$ cat config.mk
export PLATFORM = sky130hd
export DESIGN_NAME = multicycle_ctrl
export DESIGN_NICKNAME = d
export VERILOG_FILES = /design/src/rtl/multicycle_pkg.sv /design/src/rtl/multicycle_ctrl_outdec.sv /design/src/rtl/multicycle_ctrl.sv
export SDC_FILE = /design/constraint.sdc
export NUM_CORES = 1
export LEC_CHECK = 0
export ABC_AREA = 1
export CORE_MARGIN = 3
export CORE_UTILIZATION = 39
export DETAILED_ROUTE_END_ITERATION = 8
export GPL_TIMING_DRIVEN = 0
export PLACE_DENSITY_LB_ADDON = 0.25
export SYNTH_ARGS = -nofsm -noshare
export SYNTH_HDL_FRONTEND = slang
export SYNTH_HIERARCHICAL = 1
export SYNTH_SLANG_ARGS = --single-unit
$ cat constraint.sdc
create_clock -name clk -period 4.4 [get_ports clk]
set_clock_uncertainty 0.2 [all_clocks]
set_input_delay 0.88 -clock clk [delete_from_list [all_inputs] [get_ports clk]]
set_output_delay 0.88 -clock clk [all_outputs]
set_load 0.01 [all_outputs]
$ cat src/rtl/multicycle_pkg.sv
// Shared encodings for the multi-cycle controller: FSM states, opcode/funct fields,
// ALUOp codes, datapath select codes and the control vector.
package multicycle_pkg;

    typedef logic [3:0] state_t;

    localparam state_t ST_IDLE     = 4'd0;
    localparam state_t ST_FETCH    = 4'd1;
    localparam state_t ST_DECODE   = 4'd2;
    localparam state_t ST_EXEC_R   = 4'd3;
    localparam state_t ST_EXEC_I   = 4'd4;
    localparam state_t ST_WB_R     = 4'd5;
    localparam state_t ST_WB_I     = 4'd6;
    localparam state_t ST_MEM_ADDR = 4'd7;
    localparam state_t ST_MEM_RD   = 4'd8;
    localparam state_t ST_MEM_WR   = 4'd9;
    localparam state_t ST_WB_MEM   = 4'd10;
    localparam state_t ST_BRANCH   = 4'd11;
    localparam state_t ST_JUMP     = 4'd12;
    localparam state_t ST_NOP      = 4'd13;
    localparam state_t ST_TRAP     = 4'd14;

    localparam logic [5:0] OP_RTYPE = 6'h00;
    localparam logic [5:0] OP_ADDI  = 6'h08;
    localparam logic [5:0] OP_LW    = 6'h23;
    localparam logic [5:0] OP_SW    = 6'h2B;
    localparam logic [5:0] OP_BEQ   = 6'h04;
    localparam logic [5:0] OP_J     = 6'h02;

    localparam logic [5:0] FN_ADD = 6'h20;
    localparam logic [5:0] FN_SLT = 6'h2A;

    localparam logic [2:0] ALU_ADD = 3'b000;
    localparam logic [2:0] ALU_SLT = 3'b100;
    localparam logic [2:0] ALU_SUB = 3'b110;

    localparam logic [1:0] SRCB_RT      = 2'b00;
    localparam logic [1:0] SRCB_FOUR    = 2'b01;
    localparam logic [1:0] SRCB_IMM     = 2'b10;
    localparam logic [1:0] SRCB_IMM_SH2 = 2'b11;

    localparam logic [1:0] PC_ALU    = 2'b00;
    localparam logic [1:0] PC_ALUOUT = 2'b01;
    localparam logic [1:0] PC_JUMP   = 2'b10;

    typedef struct packed {
        logic       mem_req;
        logic       mem_we;
        logic       i_or_d;
        logic       ir_write;
        logic       pc_write;
        logic       pc_write_cond;
        logic [1:0] pc_src;
        logic       alu_src_a;
        logic [1:0] alu_src_b;
        logic [2:0] alu_op;
        logic       reg_write;
        logic       reg_dst;
        logic       mem_to_reg;
        logic       instr_done;
        logic       trap;
    } ctrl_t;

    // Unsupported encodings map to ST_NOP; the top may redirect that to ST_TRAP.
    function automatic state_t decode_target(input logic [5:0] op, input logic [5:0] fn);
        state_t nxt;
        nxt = ST_NOP;
        case (op)
            OP_RTYPE: if (fn == FN_ADD || fn == FN_SLT) nxt = ST_EXEC_R;
            OP_ADDI:  nxt = ST_EXEC_I;
            OP_LW,
            OP_SW:    nxt = ST_MEM_ADDR;
            OP_BEQ:   nxt = ST_BRANCH;
            OP_J:     nxt = ST_JUMP;
            default:  nxt = ST_NOP;
        endcase
        return nxt;
    endfunction

endpackage

$ cat src/rtl/multicycle_ctrl_outdec.sv
// Combinational map from the registered FSM state (plus funct and mem_ready) to the
// datapath control vector.
module multicycle_ctrl_outdec
    import multicycle_pkg::*;
(
    input  state_t     state,
    input  logic [5:0] funct,
    input  logic       mem_ready,
    output ctrl_t      ctrl
);

    always_comb begin
        ctrl = '0;
        case (state)
            ST_FETCH: begin
                ctrl.mem_req   = 1'b1;
                ctrl.i_or_d    = 1'b0;
                ctrl.alu_src_a = 1'b0;
                ctrl.alu_src_b = SRCB_FOUR;
                ctrl.alu_op    = ALU_ADD;
                ctrl.ir_write  = mem_ready;
                ctrl.pc_write  = mem_ready;
                ctrl.pc_src    = PC_ALU;
            end
            ST_DECODE: begin
                ctrl.alu_src_a = 1'b0;
                ctrl.alu_src_b = SRCB_IMM_SH2;
                ctrl.alu_op    = ALU_ADD;
            end
            ST_EXEC_R: begin
                ctrl.alu_src_a = 1'b1;
                ctrl.alu_src_b = SRCB_RT;
                ctrl.alu_op    = (funct == FN_SLT) ? ALU_SLT : ALU_ADD;
            end
            ST_EXEC_I, ST_MEM_ADDR: begin
                ctrl.alu_src_a = 1'b1;
                ctrl.alu_src_b = SRCB_IMM;
                ctrl.alu_op    = ALU_ADD;
            end
            ST_WB_R: begin
                ctrl.reg_write  = 1'b1;
                ctrl.reg_dst    = 1'b1;
                ctrl.instr_done = 1'b1;
            end
            ST_WB_I: begin
                ctrl.reg_write  = 1'b1;
                ctrl.instr_done = 1'b1;
            end
            ST_MEM_RD: begin
                ctrl.mem_req = 1'b1;
                ctrl.i_or_d  = 1'b1;
            end
            ST_MEM_WR: begin
                ctrl.mem_req    = 1'b1;
                ctrl.mem_we     = 1'b1;
                ctrl.i_or_d     = 1'b1;
                ctrl.instr_done = mem_ready;
            end
            ST_WB_MEM: begin
                ctrl.reg_write  = 1'b1;
                ctrl.mem_to_reg = 1'b1;
                ctrl.instr_done = 1'b1;
            end
            ST_BRANCH: begin
                ctrl.alu_src_a     = 1'b1;
                ctrl.alu_src_b     = SRCB_RT;
                ctrl.alu_op        = ALU_SUB;
                ctrl.pc_write_cond = 1'b1;
                ctrl.pc_src        = PC_ALUOUT;
                ctrl.instr_done    = 1'b1;
            end
            ST_JUMP: begin
                ctrl.pc_write   = 1'b1;
                ctrl.pc_src     = PC_JUMP;
                ctrl.instr_done = 1'b1;
            end
            ST_NOP:  ctrl.instr_done = 1'b1;
            ST_TRAP: ctrl.trap       = 1'b1;
            default: ctrl = '0;
        endcase
    end

endmodule

$ cat src/rtl/multicycle_ctrl.sv
// Multi-cycle control FSM: state/hold registers and retired counter; outputs via outdec.
// MULTICYCLE_CTRL_TRAP_EN: unsupported encodings trap instead of retiring as NOP.
module multicycle_ctrl
    import multicycle_pkg::*;
#(
    parameter int unsigned CNT_W       = 32,
    parameter int unsigned RST_PC_HOLD = 1
) (
    input  logic             clk,
    input  logic             rst,
    input  logic [31:0]      instr,
    input  logic             mem_ready,
    input  logic             alu_zero,
    output logic             mem_req,
    output logic             mem_we,
    output logic             i_or_d,
    output logic             ir_write,
    output logic             pc_write,
    output logic             pc_write_cond,
    output logic [1:0]       pc_src,
    output logic             alu_src_a,
    output logic [1:0]       alu_src_b,
    output logic [2:0]       alu_op,
    output logic             reg_write,
    output logic             reg_dst,
    output logic             mem_to_reg,
    output logic             instr_done,
    output logic [CNT_W-1:0] retired,
    output logic             trap
);

    localparam logic [3:0] HOLD_LAST = 4'(RST_PC_HOLD - 1);

    state_t           state_q, state_d;
    logic [3:0]       hold_q, hold_d;
    logic [CNT_W-1:0] retired_q;
    ctrl_t            ctrl;
    logic [5:0]       opcode, funct;

    assign opcode = instr[31:26];
    assign funct  = instr[5:0];

    always_comb begin
        state_d = state_q;
        hold_d  = hold_q;
        case (state_q)
            ST_IDLE: begin
                if (hold_q == HOLD_LAST) begin
                    state_d = ST_FETCH;
                    hold_d  = '0;
                end else begin
                    hold_d = hold_q + 4'd1;
                end
            end
            ST_FETCH: if (mem_ready) state_d = ST_DECODE;
            ST_DECODE: begin
                state_d = decode_target(opcode, funct);
`ifdef MULTICYCLE_CTRL_TRAP_EN
                if (state_d == ST_NOP) state_d = ST_TRAP;
`endif
            end
            ST_EXEC_R:   state_d = ST_WB_R;
            ST_EXEC_I:   state_d = ST_WB_I;
            ST_MEM_ADDR: state_d = (opcode == OP_SW) ? ST_MEM_WR : ST_MEM_RD;
            ST_MEM_RD:   if (mem_ready) state_d = ST_WB_MEM;
            ST_MEM_WR:   if (mem_ready) state_d = ST_FETCH;
            ST_WB_R, ST_WB_I, ST_WB_MEM, ST_BRANCH, ST_JUMP, ST_NOP: state_d = ST_FETCH;
            ST_TRAP:     state_d = ST_TRAP;
            default:     state_d = ST_IDLE;
        endcase
    end

    always_ff @(posedge clk) begin
        if (rst) begin
            state_q   <= ST_IDLE;
            hold_q    <= '0;
            retired_q <= '0;
        end else begin
            state_q <= state_d;
            hold_q  <= hold_d;
            if (ctrl.instr_done) retired_q <= retired_q + CNT_W'(1);
        end
    end

    multicycle_ctrl_outdec u_outdec (
        .state     (state_q),
        .funct     (funct),
        .mem_ready (mem_ready),
        .ctrl      (ctrl)
    );

    assign mem_req       = ctrl.mem_req;
    assign mem_we        = ctrl.mem_we;
    assign i_or_d        = ctrl.i_or_d;
    assign ir_write      = ctrl.ir_write;
    assign pc_write      = ctrl.pc_write;
    assign pc_write_cond = ctrl.pc_write_cond;
    assign pc_src        = ctrl.pc_src;
    assign alu_src_a     = ctrl.alu_src_a;
    assign alu_src_b     = ctrl.alu_src_b;
    assign alu_op        = ctrl.alu_op;
    assign reg_write     = ctrl.reg_write;
    assign reg_dst       = ctrl.reg_dst;
    assign mem_to_reg    = ctrl.mem_to_reg;
    assign instr_done    = ctrl.instr_done;
    assign retired       = retired_q;

    // alu_zero is consumed by the datapath together with pc_write_cond.
    logic unused_bits;
`ifdef MULTICYCLE_CTRL_TRAP_EN
    assign trap        = ctrl.trap;
    assign unused_bits = ^{instr[25:6], alu_zero};
`else
    assign trap        = 1'b0;
    assign unused_bits = ^{instr[25:6], alu_zero, ctrl.trap};
`endif

endmodule

### Yosys cells after proc, flatten, opt, wreduce, memory -nomap -nowiden

Cells that the tools add are included.

| word-level totals | value |
|---|---|
| word-level logic and storage cells | 63 |
| register bits | 40 |
| input bits | 36 |

| cells by class | value |
|---|---|
| eq/ne operators | 25 |
| $add $sub $neg | 2 |
| muxes and demuxes | 22 |
| reductions and logical operators | 11 |

Operators with widths:

| operator | count |
|---|---|
| case mux 4 bit (10 select lines) | 1 |
| adder 32 x 1 -> 32 bit, second input constant | 1 |
| case mux 6 bit (5 select lines) | 1 |
| equality test 4 bit, second input constant | 7 |
| equality test 6 bit, second input constant | 4 |
| two-way mux 4 bit | 6 |
| case mux 4 bit (5 select lines) | 1 |
| equality test 4 x 3 -> 1 bit, second input constant | 4 |
| two-way mux 1 bit | 9 |
| equality test 4 x 2 -> 1 bit, second input constant | 2 |
| logical NOT 4 bit | 2 |
| != test 2 bit, second input constant | 4 |
| equality test 6 x 2 -> 1 bit, second input constant | 1 |
| equality test 6 x 3 -> 1 bit, second input constant | 1 |
| equality test 6 x 4 -> 1 bit, second input constant | 1 |
| logical NOT 6 bit | 1 |
| OR reduction 2 bit | 3 |
| OR reduction 3 bit | 2 |
| OR reduction 6 bit | 1 |
| adder 4 x 1 -> 4 bit, second input constant | 1 |
| equality test 4 x 1 -> 1 bit, second input constant | 1 |
| case mux 1 bit (2 select lines) | 2 |
| case mux 2 bit (2 select lines) | 1 |
| AND reduction 4 bit | 1 |
| other kinds (2) | 2 |

### Depth between registers and ports, before layout

Gate-level depths: netlist of run 1.

| depth | value |
|---|---|
| word-level depth | 5 |
| mapped depth | 17 |

### Modules after synthesis

The synthesis of run 1 kept the hierarchy.

By module, submodules not included:

| module | cells each | area an instance (um^2) | seq. area each (um^2) | times used |
|---|---|---|---|---|
| multicycle_ctrl | 351 | 2322.2 | 800.8 | 1 |
| multicycle_ctrl_outdec | 57 | 244.0 | 0.0 | 1 |

### Worst setup path after synthesis of run 1

OpenSTA, ideal clock, no wires.

| timing path | value |
|---|---|
| path type | input to register |
| start point | input mem_ready |
| end point | register retired_q[25], in the netlist retired[25] |
| stages on the path | 15 |
| slack | 1.980 ns |
| data arrival time | 2.111 ns |
| setup time | 0.110 ns |
| data required time | 4.090 ns |
| path buffers | 0 |
| cells stage by stage | inv_1 -> nor2_1 -> nor2_1 -> nand2_1 -> inv_2 -> nor2_4 -> inv_2 -> nor2_8 -> nand2_4 -> nor2_4 -> nand2_2 -> nor2_1 -> nand2_1 -> nand2_1 -> nor2_1 |

| on the way | value |
|---|---|
| cells in the longest elaborated chain, start to end | 1 |

RTL lines:

| what | line | source |
|---|---|---|
| start: declaration | multicycle_ctrl.sv:12 | `input logic mem_ready,` |
| case mux 1 bit (2 select lines) | multicycle_ctrl_outdec.sv:14 | `case (state)` |
| named net instr_done | multicycle_ctrl.sv:27 | `output logic instr_done,` |
| end signal: assignment | multicycle_ctrl.sv:81 | `if (ctrl.instr_done) retired_q <= retired_q + CNT_W'(1);` |
| end: declaration | multicycle_ctrl.sv:36 | `logic [CNT_W-1:0] retired_q;` |

The timed path passes the listed nets, and every way through them passes these cells.
A chain may end at the register's enable or synchronous reset.

### Worst setup path in the final report of run 1

| timing path | value |
|---|---|
| start point | input mem_ready |
| end point | output instr_done |

| on the way | value |
|---|---|
| cells in the longest elaborated chain, start to end | 1 |

RTL lines:

| what | line |
|---|---|
| case mux 1 bit (2 select lines) | multicycle_ctrl_outdec.sv:14 |
| end: declaration | multicycle_ctrl.sv:27 |

No other way between the ends.

==> Implementation_results.wiki, run 1 <==
{| class="wikitable"
! Metric !! Value
|-
| Standard cell core area || 6130 sq um
|-
| Worst EP arrival || 2.47 ns
|-
| Maximum number of pins on one net before global-route repair || 15
|-
| Slowest CP cell || sky130_fd_sc_hd__clkdlybuf4s50_1
|-
| Dpl hpwl || 5150 um
|-
| Wire length of the first global-routing pass || 10800 um
|-
| Max_slew headroom || 61.7%
|-
| Total congestion overflow after global routing || 0
|-
| Die area || 7580 sq um
|-
| Number of nets in the final layout || 515
|-
| Transition time of the tightest slew-check pin || 0.574 ns
|-
| # diodes || 0
|-
| First-pass DRT Iterations || 4
|-
| Endpoints failing hold || 0
|-
| H-tree levels || 2
|-
| Count of filler cells inserted in the layout || 597
|-
| Hold buffers post-CTS || 0
|-
| Number of buffers created by CTS || 5
|-
| Via count of the first global-routing pass || 2490
|-
| Cell area after synthesis || 2560 sq um
|-
| CTS tree || done
|-
| CP peak stage delay || 0.60 ns
|-
| Leakage || 1.52 nW
|-
| Critical path cell sequence || clkdlybuf4s50_1, inv_1, nor2_1, nor2_1, nand2_1, clkdlybuf4s50_1
|-
| Max capacitance violation total || 0
|-
| Average detailed-routed wire length per instance || 11.6 um
|-
| Outcome || finished clean
|-
| Cell row count || 28
|-
| Setup repair after global routing missed its margin || no
|-
| Synth warn || 6
|-
| Port Buf Inserts || 62
|-
| GRT Resource Usage Total || 17.5%
|-
| Remaining routing DRC violations || 0
|-
| Max Fclk || 0.281 GHz
|-
| Clock Sink Count || 40
|-
| Part of the cycle the worst path needs || 80.8%
|-
| Detailed-route vias per instance || 4.88
|-
| Area delta synth->final || 31.4%
|-
| Startpoint class of the critical path || primary input
|-
| Top-Level Pins || 87
|-
| Width of the chip || 87.0 um
|-
| Initial antenna violation count || 0
|-
| Classification of the worst-slack hold path || flop to flop
|-
| Final RePlAce weighted congestion || 0.880
|-
| Post-detailed-route count of antenna-violating nets || 0
|-
| Post-Syn Area per Cell || 6.29 sq um
|-
| Number of pins with negative max-slew slack in the final report || 0
|-
| Clock transition at the registers of the reported paths || 0.07 ns
|-
| Post CTS Setup Buffer Count || 0
|-
| Clock network latency to the later pin of the worst-skew pair || 0.29 ns
|-
| Max FO, Critical Path || 7
|-
| Chip Height || 87.0 um
|-
| Synth Instances || 407
|-
| DR vias || 2693
|-
| Number of buffers on the longest clock path || 2
|-
| Class of the most critical setup path || primary input to output port
|-
| Clk Tree Root Cell || sky130_fd_sc_hd__clkbuf_8
|-
| Setup total negative slack || 0 ns
|-
| Power per unit of standard cell area || 346 nW/um^2
|-
| Util after Layout || 54.9%
|-
| Synthesized netlist net count || 446
|-
| Crit path capture type || output port
|-
| Overall power consumption || 1.17 mW
|-
| Final-report setup violation count || 0
|-
| Initial cell density of the core || 41.8%
|-
| Endpoint required time on the critical path || 3.32 ns
|-
| Post-Route WL || 6410 um
|-
| Share of final-layout standard cells stronger than drive strength 1 || 7.34%
|-
| Worst Hold Slack || 0.276 ns
|-
| Peak ir drop on the vdd network || 0.156 mV
|-
| Final period demand of the worst path || 3.55 ns
|-
| Initial detailed-routing violation count || 98
|-
| Resize count post-CTS || 0
|}
## report_power, final
part | internal, mW | switching, mW
combinational | 0.196 | 0.267
clock | 0.128 | 0.124
sequential | 0.392 | 0.0590
total | 0.715 | 0.450
## metrics by stage
step                std cells  setup WS, ns  instance area (sq um)
global route              552         0.730                   3370
finish                    552         0.845                   3370
detailed placement        544         0.840                   3280
global placement          544         0.831                   3280
floorplan                 407          1.98                   2560
CTS                       552         0.830                   3370
## worst max-delay path: cells and delay by family
| family | cells | cell delay, ns |
|---|---|---|
| simple gates | 3 | 0.38 |
| buf+inv | 3 | 1.21 |
## layout by cell type, fill, tap and decap left out, drive strengths merged
cell,count
o31ai,1
xor2,5
conb,2
xnor2,2
nor3,12
a41oi,1
dfxtp,40
nand3,25
nor4,2
ha,3
nor2,76
o21a,1
nand4,9
nand3b,1
o21bai,2
clkbuf,11
a211oi,5
nand2,89
buf,4
inv,71
o21ai,24
a21oi,27
clkdlybuf4s50,62
nor3b,1
a31oi,1
## final cells by class
type                       instances  area (sq um)  share of cell area [%]
multi-input combinational        289          1460                    43.2
sequential                        40           801                    23.8
timing repair buffer              62           621                    18.4
inverter                          71           267                    7.92
tap                               75          93.8                    2.79
clock buffer                       8          90.1                    2.68
buffer                             7          38.8                    1.15
## worst paths after layout
check                                 from     endpoint  slack, ns  cells past startpoint
worst max-delay path             mem_ready   instr_done       0.85                      6
worst min-delay path             hold_q[3]    hold_q[3]       0.28                      2
worst max register to register  state_q[1]  retired[26]       1.68                     14
worst min register to register   hold_q[3]    hold_q[3]       0.28                      2
## layer usage
metal	part of all wire (%)	GRT usage (%)	wire, um	up-vias
met5	0	0	0	-
met4	0.87	3.68	56	0
li1	-	-	-	1425
met3	4.5	3.31	288	10
met1	51	24.8	3260	1202
met2	44	27.4	2800	56
## flip-flops by register name, indices dropped and copies added, names as in the netlist
signal / cells
retired: 32
hold_q: 4
state_q: 4
No activity file was read; power rests on OpenSTA's default activity.
==> run 2, diff against run 1 <==
==> constraint.sdc (replaced) <==
create_clock -name clk -period 3.75 [get_ports clk]
set_clock_uncertainty 0.2 [all_clocks]
set_input_delay 0.75 -clock clk [delete_from_list [all_inputs] [get_ports clk]]
set_output_delay 0.75 -clock clk [all_outputs]
set_load 0.01 [all_outputs]
==> results of run 2 <==
The final DEF is identical to that of run 1. Status: finished clean.
Among the figures that moved: setup slack after placement 0.840 ns -> 0.450 ns; setup slack after layout 0.845 ns -> 0.455 ns; register-to-register setup slack 1.68 ns -> 1.03 ns; total power 1.17 mW -> 1.37 mW; worst IR drop on VDD 0.156 mV -> 0.183 mV
